$ cat config.mk
export PLATFORM = sky130hd
export DESIGN_NAME = mpmc11_to_watchdog
export DESIGN_NICKNAME = d
export VERILOG_FILES = /design/src/rtl/mpmc11_to_watchdog.sv
export SDC_FILE = /design/constraint.sdc
export NUM_CORES = 1
export LEC_CHECK = 0
export CORE_MARGIN = 5
export CORE_UTILIZATION = 35
export CTS_BUF_LIST = sky130_fd_sc_hd__clkbuf_4 sky130_fd_sc_hd__clkbuf_8
export DETAILED_ROUTE_END_ITERATION = 16
export PLACE_DENSITY_LB_ADDON = 0.12
export SLEW_MARGIN = 30
export SYNTH_ARGS = -nofsm -noshare
export SYNTH_HDL_FRONTEND = slang
export SYNTH_SLANG_ARGS = --single-unit
$ cat constraint.sdc
create_clock -name clk -period 6.7 [get_ports clk]
set_input_delay 1.34 -clock clk [delete_from_list [all_inputs] [get_ports clk]]
set_output_delay 1.34 -clock clk [all_outputs]
set_load 0.01 [all_outputs]
$ cat src/rtl/mpmc11_to_watchdog.sv
// mpmc11_to_watchdog: dwell-time watchdog on the memory-controller state stream.
// Counts cycles spent in one non-IDLE state and, at a programmable limit, raises
// an abort request that must be acknowledged, then holds off for HOLDOFF cycles.
// Optional feature macro: MPMC11_TO_IRQ_EN (sticky timeout interrupt on irq).

package mpmc11_pkg;
  typedef enum logic [2:0] {
    IDLE    = 3'd0,
    ACT     = 3'd1,
    READ    = 3'd2,
    WRITE   = 3'd3,
    PRECHG  = 3'd4,
    REFRESH = 3'd5
  } mpmc11_state_t;
endpackage

module mpmc11_to_watchdog
  import mpmc11_pkg::*;
#(
  parameter int unsigned CNT_BITS = 16,
  parameter int unsigned HOLDOFF  = 8,
  parameter int unsigned EVT_BITS = 8
) (
  input  logic                clk,
  input  logic                rst_n,
  input  mpmc11_state_t       state,
  input  logic [CNT_BITS-1:0] limit,
  output logic                abort_req,
  input  logic                abort_ack,
  input  logic                clr_stat,
  output mpmc11_state_t       stuck_state,
  output logic [EVT_BITS-1:0] to_evt_cnt,
  output logic [CNT_BITS-1:0] dwell,
  output logic                irq
);

  localparam int unsigned HOLD_W = 8;

  typedef enum logic [1:0] {
    ST_WATCH = 2'd0,
    ST_ABORT = 2'd1,
    ST_HOLD  = 2'd2
  } fsm_t;

  fsm_t              r_fsm;
  fsm_t              w_fsm_nxt;
  mpmc11_state_t     r_prev_state;
  logic [HOLD_W-1:0] r_hold_cnt;
  logic [HOLD_W-1:0] w_hold_nxt;
  logic              w_abort_nxt;
  logic              w_held;
  logic              w_timeout;

  // A state counts as held when it is non-IDLE and unchanged from last cycle
  assign w_held = (state != IDLE) && (state == r_prev_state);

  // Equality-only compare: lowering limit below the running dwell never fires
  assign w_timeout = (r_fsm == ST_WATCH) && (limit != '0) && w_held &&
                     (dwell == (limit - CNT_BITS'(1)));

  // FSM state register and holdoff counter
  always_ff @(posedge clk or negedge rst_n) begin
    if (!rst_n) begin
      r_fsm      <= ST_WATCH;
      r_hold_cnt <= '0;
      abort_req  <= 1'b0;
    end else begin
      r_fsm      <= w_fsm_nxt;
      r_hold_cnt <= w_hold_nxt;
      abort_req  <= w_abort_nxt;
    end
  end

  // Next-state: request stays up until acknowledged, then a fixed holdoff window
  always_comb begin
    w_fsm_nxt   = r_fsm;
    w_hold_nxt  = r_hold_cnt;
    w_abort_nxt = abort_req;
    case (r_fsm)
      ST_WATCH: begin
        if (w_timeout) begin
          w_fsm_nxt   = ST_ABORT;
          w_abort_nxt = 1'b1;
        end
      end
      ST_ABORT: begin
        if (abort_ack) begin
          w_fsm_nxt   = ST_HOLD;
          w_abort_nxt = 1'b0;
          w_hold_nxt  = HOLD_W'(HOLDOFF - 1);
        end
      end
      ST_HOLD: begin
        if (r_hold_cnt == '0) begin
          w_fsm_nxt = ST_WATCH;
        end else begin
          w_hold_nxt = r_hold_cnt - HOLD_W'(1);
        end
      end
      default: begin
        w_fsm_nxt   = ST_WATCH;
        w_abort_nxt = 1'b0;
      end
    endcase
  end

  // Previous-state tracker and saturating dwell counter
  always_ff @(posedge clk or negedge rst_n) begin
    if (!rst_n) begin
      r_prev_state <= IDLE;
      dwell        <= '0;
    end else begin
      r_prev_state <= state;
      if ((r_fsm != ST_WATCH) || !w_held) begin
        dwell <= '0;
      end else if (dwell != '1) begin
        dwell <= dwell + CNT_BITS'(1);
      end
    end
  end

  // Debug capture: stuck state and saturating event count (timeout beats clear)
  always_ff @(posedge clk or negedge rst_n) begin
    if (!rst_n) begin
      stuck_state <= IDLE;
      to_evt_cnt  <= '0;
    end else begin
      if (w_timeout) begin
        stuck_state <= state;
        if (clr_stat) begin
          to_evt_cnt <= EVT_BITS'(1);
        end else if (to_evt_cnt != '1) begin
          to_evt_cnt <= to_evt_cnt + EVT_BITS'(1);
        end
      end else if (clr_stat) begin
        to_evt_cnt <= '0;
      end
    end
  end

`ifdef MPMC11_TO_IRQ_EN
  // Sticky interrupt set alongside the abort request; set wins over clear
  always_ff @(posedge clk or negedge rst_n) begin
    if (!rst_n) begin
      irq <= 1'b0;
    end else if (w_timeout) begin
      irq <= 1'b1;
    end else if (clr_stat) begin
      irq <= 1'b0;
    end
  end
`else
  // Interrupt not built
  assign irq = 1'b0;
`endif

endmodule

==> flow_summary.json, run 1 <==
{
  "outcome": "completed",
  "cp_cell_sequence": "clkdlybuf4s50_1 > nor4_4 > nand4_2 > or3b_1 > a211o_1 > a21oi_2 > and4_1 > and3_2 > mux2_1",
  "p_leak_nw": 1.342,
  "synth_edf_count": 0,
  "p_sw_share_pct": 24.04,
  "die-area_mm2": 0.009260,
  "async_flop_share_pct": 100.0,
  "ys_top_cells_by_area": "dfrtp_1 (39%), nor2_1 (6.2%), xnor2_1 (6.1%)",
  "num_io_pins": 52,
  "post-place-ws_ps": 2023,
  "clk_latency_ps": 300,
  "synth_top_area_share_pct": 39.42,
  "drive_gt1_share_pct": 8.504,
  "p_int_mw": 0.3844,
  "seq_area_mm2": 0.001026,
  "hold_buffers": 0,
  "gp_congestion": 0.7775,
  "setup_violations": 0,
  "grt_pass1_vias": 2171,
  "period_needed_ps": 4334,
  "multi_input_area_mm2": 0.001501,
  "power.switching_mw": 0.1217,
  "numPortBuffers": 50,
  "path_clk_slew_ps": 90,
  "clock_skew_ps": 9.634,
  "r2r-start": "dwell[4]",
  "slew_headroom_pct": 48.40,
  "cts_setup_buffers": 0,
  "post-route-period-util_pct": 64.68,
  "endpoint_kind": "flop",
  "chipWidth_um": 96.23,
  "die_h_um": 96.23,
  "detail-route-antenna-nets": 0,
  "worstSetupPathType": "in -> reg",
  "clock_power_share_pct": 40.3,
  "area_growth_pct": 27.45,
  "clock_path_buffers": 2,
  "wirelength_um": 5979,
  "rows": 31,
  "worstPathArrival_ps": 4520,
  "synth.net_count": 317,
  "wl_per_cell_um": 13.59,
  "numCtsBuffers": 5,
  "grt_remaining_overflow": 0,
  "finalNetCount": 369,
  "grtUsageTotal_pct": 14.21,
  "fillerInstances": 744,
  "ys_ff_latch": 41,
  "critPathLaunchType": "input pin",
  "antenna_cells": 0,
  "syn-cell-area_mm2": 0.002602,
  "required_ps": 6880,
  "rsz0062_at_grt": "no",
  "grt_antenna_before_repair": 0,
  "hp-class": "reg -> reg",
  "ctsResizeCount": 0,
  "stdcell_area_mm2": 0.003317,
  "tightest_slew_ps": 768.8,
  "netlist_instances": 288,
  "synth_top_area_cell": "dfrtp_1",
  "crit_start": "limit[2]",
  "synthDistinctLibCells": 53,
  "power_mw": 0.5060,
  "grt_pass1_wl_um": 10450,
  "comb_power_share_pct": 10.1,
  "drt_pre_antenna_iters": 4,
  "dpl.hpwl_um": 4569,
  "ys_top_cells_by_count": "nor2_1 (43), dfrtp_1 (41), nand2_1 (23)",
  "grt_max_degree": 42,
  "cts.sinks": 41,
  "crit_fanout": 11,
  "synth.most_common_cell": "nor2_1",
  "drc": 0,
  "htreeDepth": 2,
  "cts_tree": "built",
  "fin_tns_setup_ps": 0,
  "place_area_mm2": 0.003202,
  "final_core_util_pct": 45.73,
  "cts_root_buffer": "clkbuf_8",
  "start_util_pct": 35.88,
  "drtIter0Drc": 43,
  "core_mm2": 0.007253,
  "yosysWarnings": 0,
  "final_max_slew_viol_count": 0,
  "power_density_mw_per_mm2": 152.6,
  "seq_power_share_pct": 49.5,
  "cp_slowest_cell": "clkdlybuf4s50_1",
  "finalHoldViolCount": 0,
  "max_freq_mhz": 230.8,
  "hold_start": "stuck_state[2]",
  "synth_flop_cell": "dfrtp_1",
  "seq_area_frac_synth_pct": 39.42,
  "cpPeakStageDelay_ps": 540,
  "vias_per_cell": 4.932,
  "final.setup.worst_slack_ps": 2366,
  "drv_cap": 0,
  "routed-via-count": 2170,
  "syn_avg_cell_area_um2": 9.036,
  "ir_worst_vdd_mv": 0.1008
}
-- registers in the layout, indices dropped and copies added (netlist names) --
register,count
stuck_state,3
r_hold_cnt,8
r_prev_state,3
r_fsm,2
to_evt_cnt,8
dwell,16
abort_req,1
-- layout make-up --
| cell class | instances | area share, % |
|---|---|---|
| inverter | 10 | 1.132 |
| clock buffer | 5 | 2.075 |
| sequential | 41 | 30.93 |
| multi-input combinational | 230 | 45.27 |
| timing repair buffer | 52 | 15.47 |
| clock inverter | 3 | 1.396 |
| tap | 99 | 3.734 |
-- per-layer routing --
layer | vias to the layer above | routed length (um) | track usage, %
li1 | 1110 | - | -
met5 | - | 0 | 0
met4 | 0 | 44 | 2.844
met3 | 6 | 213 | 3.362
met2 | 24 | 2939 | 23.81
met1 | 1030 | 2782 | 18.64
-- layout by cell type (no fill, tap or decap), types with 2 or more instances in the layout --
| cell | n |
|---|---|
| or3b_2 | 2 |
| dfrtp_1 | 41 |
| buf_4 | 3 |
| nand3_1 | 14 |
| clkbuf_8 | 5 |
| xnor2_1 | 18 |
| a21oi_1 | 10 |
| nand2b_1 | 2 |
| o21ai_0 | 7 |
| nor2b_1 | 9 |
| nor2_1 | 43 |
| o211ai_1 | 2 |
| or3b_1 | 2 |
| mux2_1 | 4 |
| nor3b_1 | 4 |
| or3_1 | 4 |
| and3_1 | 6 |
| or2_2 | 3 |
| nand4_1 | 7 |
| ha_1 | 6 |
| nand4_2 | 2 |
| inv_1 | 10 |
| nor4_1 | 5 |
| xor2_1 | 18 |
| and3b_1 | 2 |
| mux2i_1 | 2 |
| clkdlybuf4s50_1 | 49 |
| and4_1 | 3 |
| nor3_1 | 9 |
| nand2_1 | 23 |
-- worst max-delay path: cells and delay by family --
family | cells | cell delay [ps]
and+or+nand+nor | 5 | 1850
AOI/OAI and AO/OA | 2 | 470
muxes | 1 | 310
buffers and inverters | 1 | 540
-- power groups by stage --
stage / registers, mW / clock network (mW) / logic [mW]
floorplan: 0.256 / 0 / 0.0221
global placement: 0.256 / 0 / 0.0518
detailed placement: 0.256 / 0 / 0.0521
CTS: 0.251 / 0.211 / 0.0523
global route: 0.251 / 0.221 / 0.0579
finish: 0.251 / 0.204 / 0.0513
-- per-stage QoR --
| step | std cells | hold WS (ps) |
|---|---|---|
| global placement | 432 | 459.5 |
| detailed placement | 432 | 463.7 |
| finish | 440 | 477.4 |
| CTS | 440 | 483.7 |
| floorplan | 288 | 462.1 |
| global route | 440 | 510.2 |
-- logic make-up (layout without fill, tap and decap cells) --
| logic type | Yosys count | after routing | share of synthesized area, % |
|---|---|---|---|
| AND/OR/NAND/NOR | 148 | 148 | 31.20 |
| flip-flops | 41 | 41 | 39.42 |
| XOR/XNOR | 36 | 36 | 12.12 |
| AO/OA/AOI/OAI | 31 | 31 | 7.837 |
| buffers and inverters | 17 | 70 | 2.885 |
| multiplexers | 8 | 8 | 3.509 |
| adder cells (fa/ha/maj) | 6 | 6 | 2.885 |
| other | 1 | 1 | 0.1441 |
-- worst paths after layout --
check                                  endpoint  slack (ps)  cells after the start
worst max-delay path              to_evt_cnt[2]        2370                      9
worst min-delay path             stuck_state[2]         480                      2
worst max register to register    to_evt_cnt[2]        4030                      8
worst min register to register   stuck_state[2]         480                      2
max in group asynchronous             dwell[14]        5320                      1
min in group asynchronous       r_prev_state[2]        1020                      1
Note: power is estimated with default switching activity, not from simulation.
==> run 2, diff against run 1 <==
clock period = 3.7 ns   (was 6.7 ns; I/O delays follow)
==> flow_summary.json, run 2 (synthesized netlist as in run 1, its figures left out) <==
{
  "power_mw": 0.9057,
  "largest_register_ffs": 16,
  "vias_per_cell": 5.020,
  "routed-via-count": 2264,
  "rrSetupSlack_ps": 1260,
  "max_freq_mhz": 302.8,
  "fin_tns_setup_ps": 0,
  "antenna_cells": 0,
  "crit_start": "limit[2]",
  "finalNetCount": 381,
  "outcome": "completed",
  "r2r-start": "dwell[4]",
  "multi_input_area_mm2": 0.001501,
  "die_h_um": 96.23,
  "numPortBuffers": 50,
  "cts_tree": "built",
  "grt_max_degree": 42,
  "clk_latency_ps": 290,
  "hold_buffers": 0,
  "slew_headroom_pct": 45.82,
  "place_area_mm2": 0.003292,
  "final.setup.worst_slack_ps": 397.5,
  "num_io_pins": 52,
  "final_core_util_pct": 46.82,
  "rsz0062_at_grt": "no",
  "seq_area_mm2": 0.001026,
  "grt_pass1_vias": 2250,
  "dp.cells": 444,
  "drive_gt1_share_pct": 11.36,
  "post-place-ws_ps": 60.19,
  "critPathLaunchType": "input pin",
  "htreeDepth": 2,
  "worstPathArrival_ps": 3480,
  "detail-route-antenna-nets": 0,
  "tightest_slew_ps": 807.2,
  "grtUsageTotal_pct": 14.41,
  "chipWidth_um": 96.23,
  "grt_remaining_overflow": 0,
  "endpoint_kind": "flop",
  "final_max_slew_viol_count": 0,
  "post-route-period-util_pct": 89.26,
  "worstSetupPathType": "in -> reg",
  "rows": 31,
  "drv_cap": 0,
  "crit_fanout": 7,
  "power_density_mw_per_mm2": 266.7,
  "hp-class": "in -> async",
  "path_clk_slew_ps": 80,
  "setup_violations": 0,
  "ir_worst_vdd_mv": 0.1258,
  "finalNonFillerCells": 451,
  "required_ps": 3870,
  "period_needed_ps": 3303,
  "gp_congestion": 0.7863,
  "drt_pre_antenna_iters": 4,
  "whs_ps": 418.4,
  "ctsResizeCount": 0,
  "finalHoldViolCount": 0,
  "wirelength_um": 6277,
  "fillerInstances": 714,
  "clock_skew_ps": 7.320,
  "drtIter0Drc": 62,
  "stdcell_area_mm2": 0.003396,
  "core_mm2": 0.007253,
  "die-area_mm2": 0.009260,
  "numCtsBuffers": 5,
  "top_regs": "dwell: 16 flops, r_hold_cnt: 8 flops, to_evt_cnt: 8 flops",
  "grt_antenna_before_repair": 0,
  "cts_root_buffer": "clkbuf_8",
  "grt_pass1_wl_um": 10470,
  "cts_setup_buffers": 0,
  "cts.sinks": 41,
  "drc": 0,
  "final_common_cell": "clkdlybuf4s50_1",
  "wl_per_cell_um": 13.92,
  "start_util_pct": 35.88,
  "p_leak_nw": 1.400,
  "clock_path_buffers": 2,
  "area_growth_pct": 30.48,
  "dpl.hpwl_um": 4929,
  "max_flop_register": "dwell",
  "final_cell_mix": "clkdlybuf4s50_1 (49), nor2_1 (43), dfrtp_1 (41)"
}
## run 2: changes by cell type in the layout (fill, tap and decap cells not counted)
| cell | before | now |
|---|---|---|
| buf_4 | 3 | 15 |
| clkinv_4 | 1 | 0 |
| clkinv_2 | 0 | 1 |
| clkinvlp_4 | 1 | 0 |
## run 2: report_power, final
part	switching [mW]	internal (mW)
logic	0.0520	0.0495
clock network	0.154	0.196
registers	0.00326	0.451
total	0.209	0.696
## run 2: cell type report
| class | count | share of cell area [%] |
|---|---|---|
| Sequential cell | 41 | 30.21 |
| Clock buffer | 5 | 2.027 |
| Timing Repair Buffer | 64 | 17.76 |
| Clock inverter | 2 | 1.032 |
| Multi-Input combinational cell | 230 | 44.22 |
| Tap cell | 99 | 3.648 |
| Inverter | 10 | 1.105 |
## run 2: final timing paths
path / to / cells after the start
max in group asynchronous: dwell[5] / 1
worst min-delay path: dwell[8] / 1
worst max-delay path: to_evt_cnt[2] / 10
min in group clk: stuck_state[2] / 2
worst max register to register: to_evt_cnt[2] / 8
worst min register to register: stuck_state[2] / 2
## run 2: layer usage
layer	part of all wire [%]	global-route usage (%)
met4	1.1	4.739
met3	4.3	2.580
met5	0	0
met1	47	18.94
met2	47	23.81
## run 2: critical path, stage by stage
cell	delay, ps
clkdlybuf4s50_1	460
nor4_4	340
buf_4	200
nand2_1	90
or3_1	340
xnor2_1	140
nor3_1	330
and4_1	320
and3_2	210
mux2_1	310
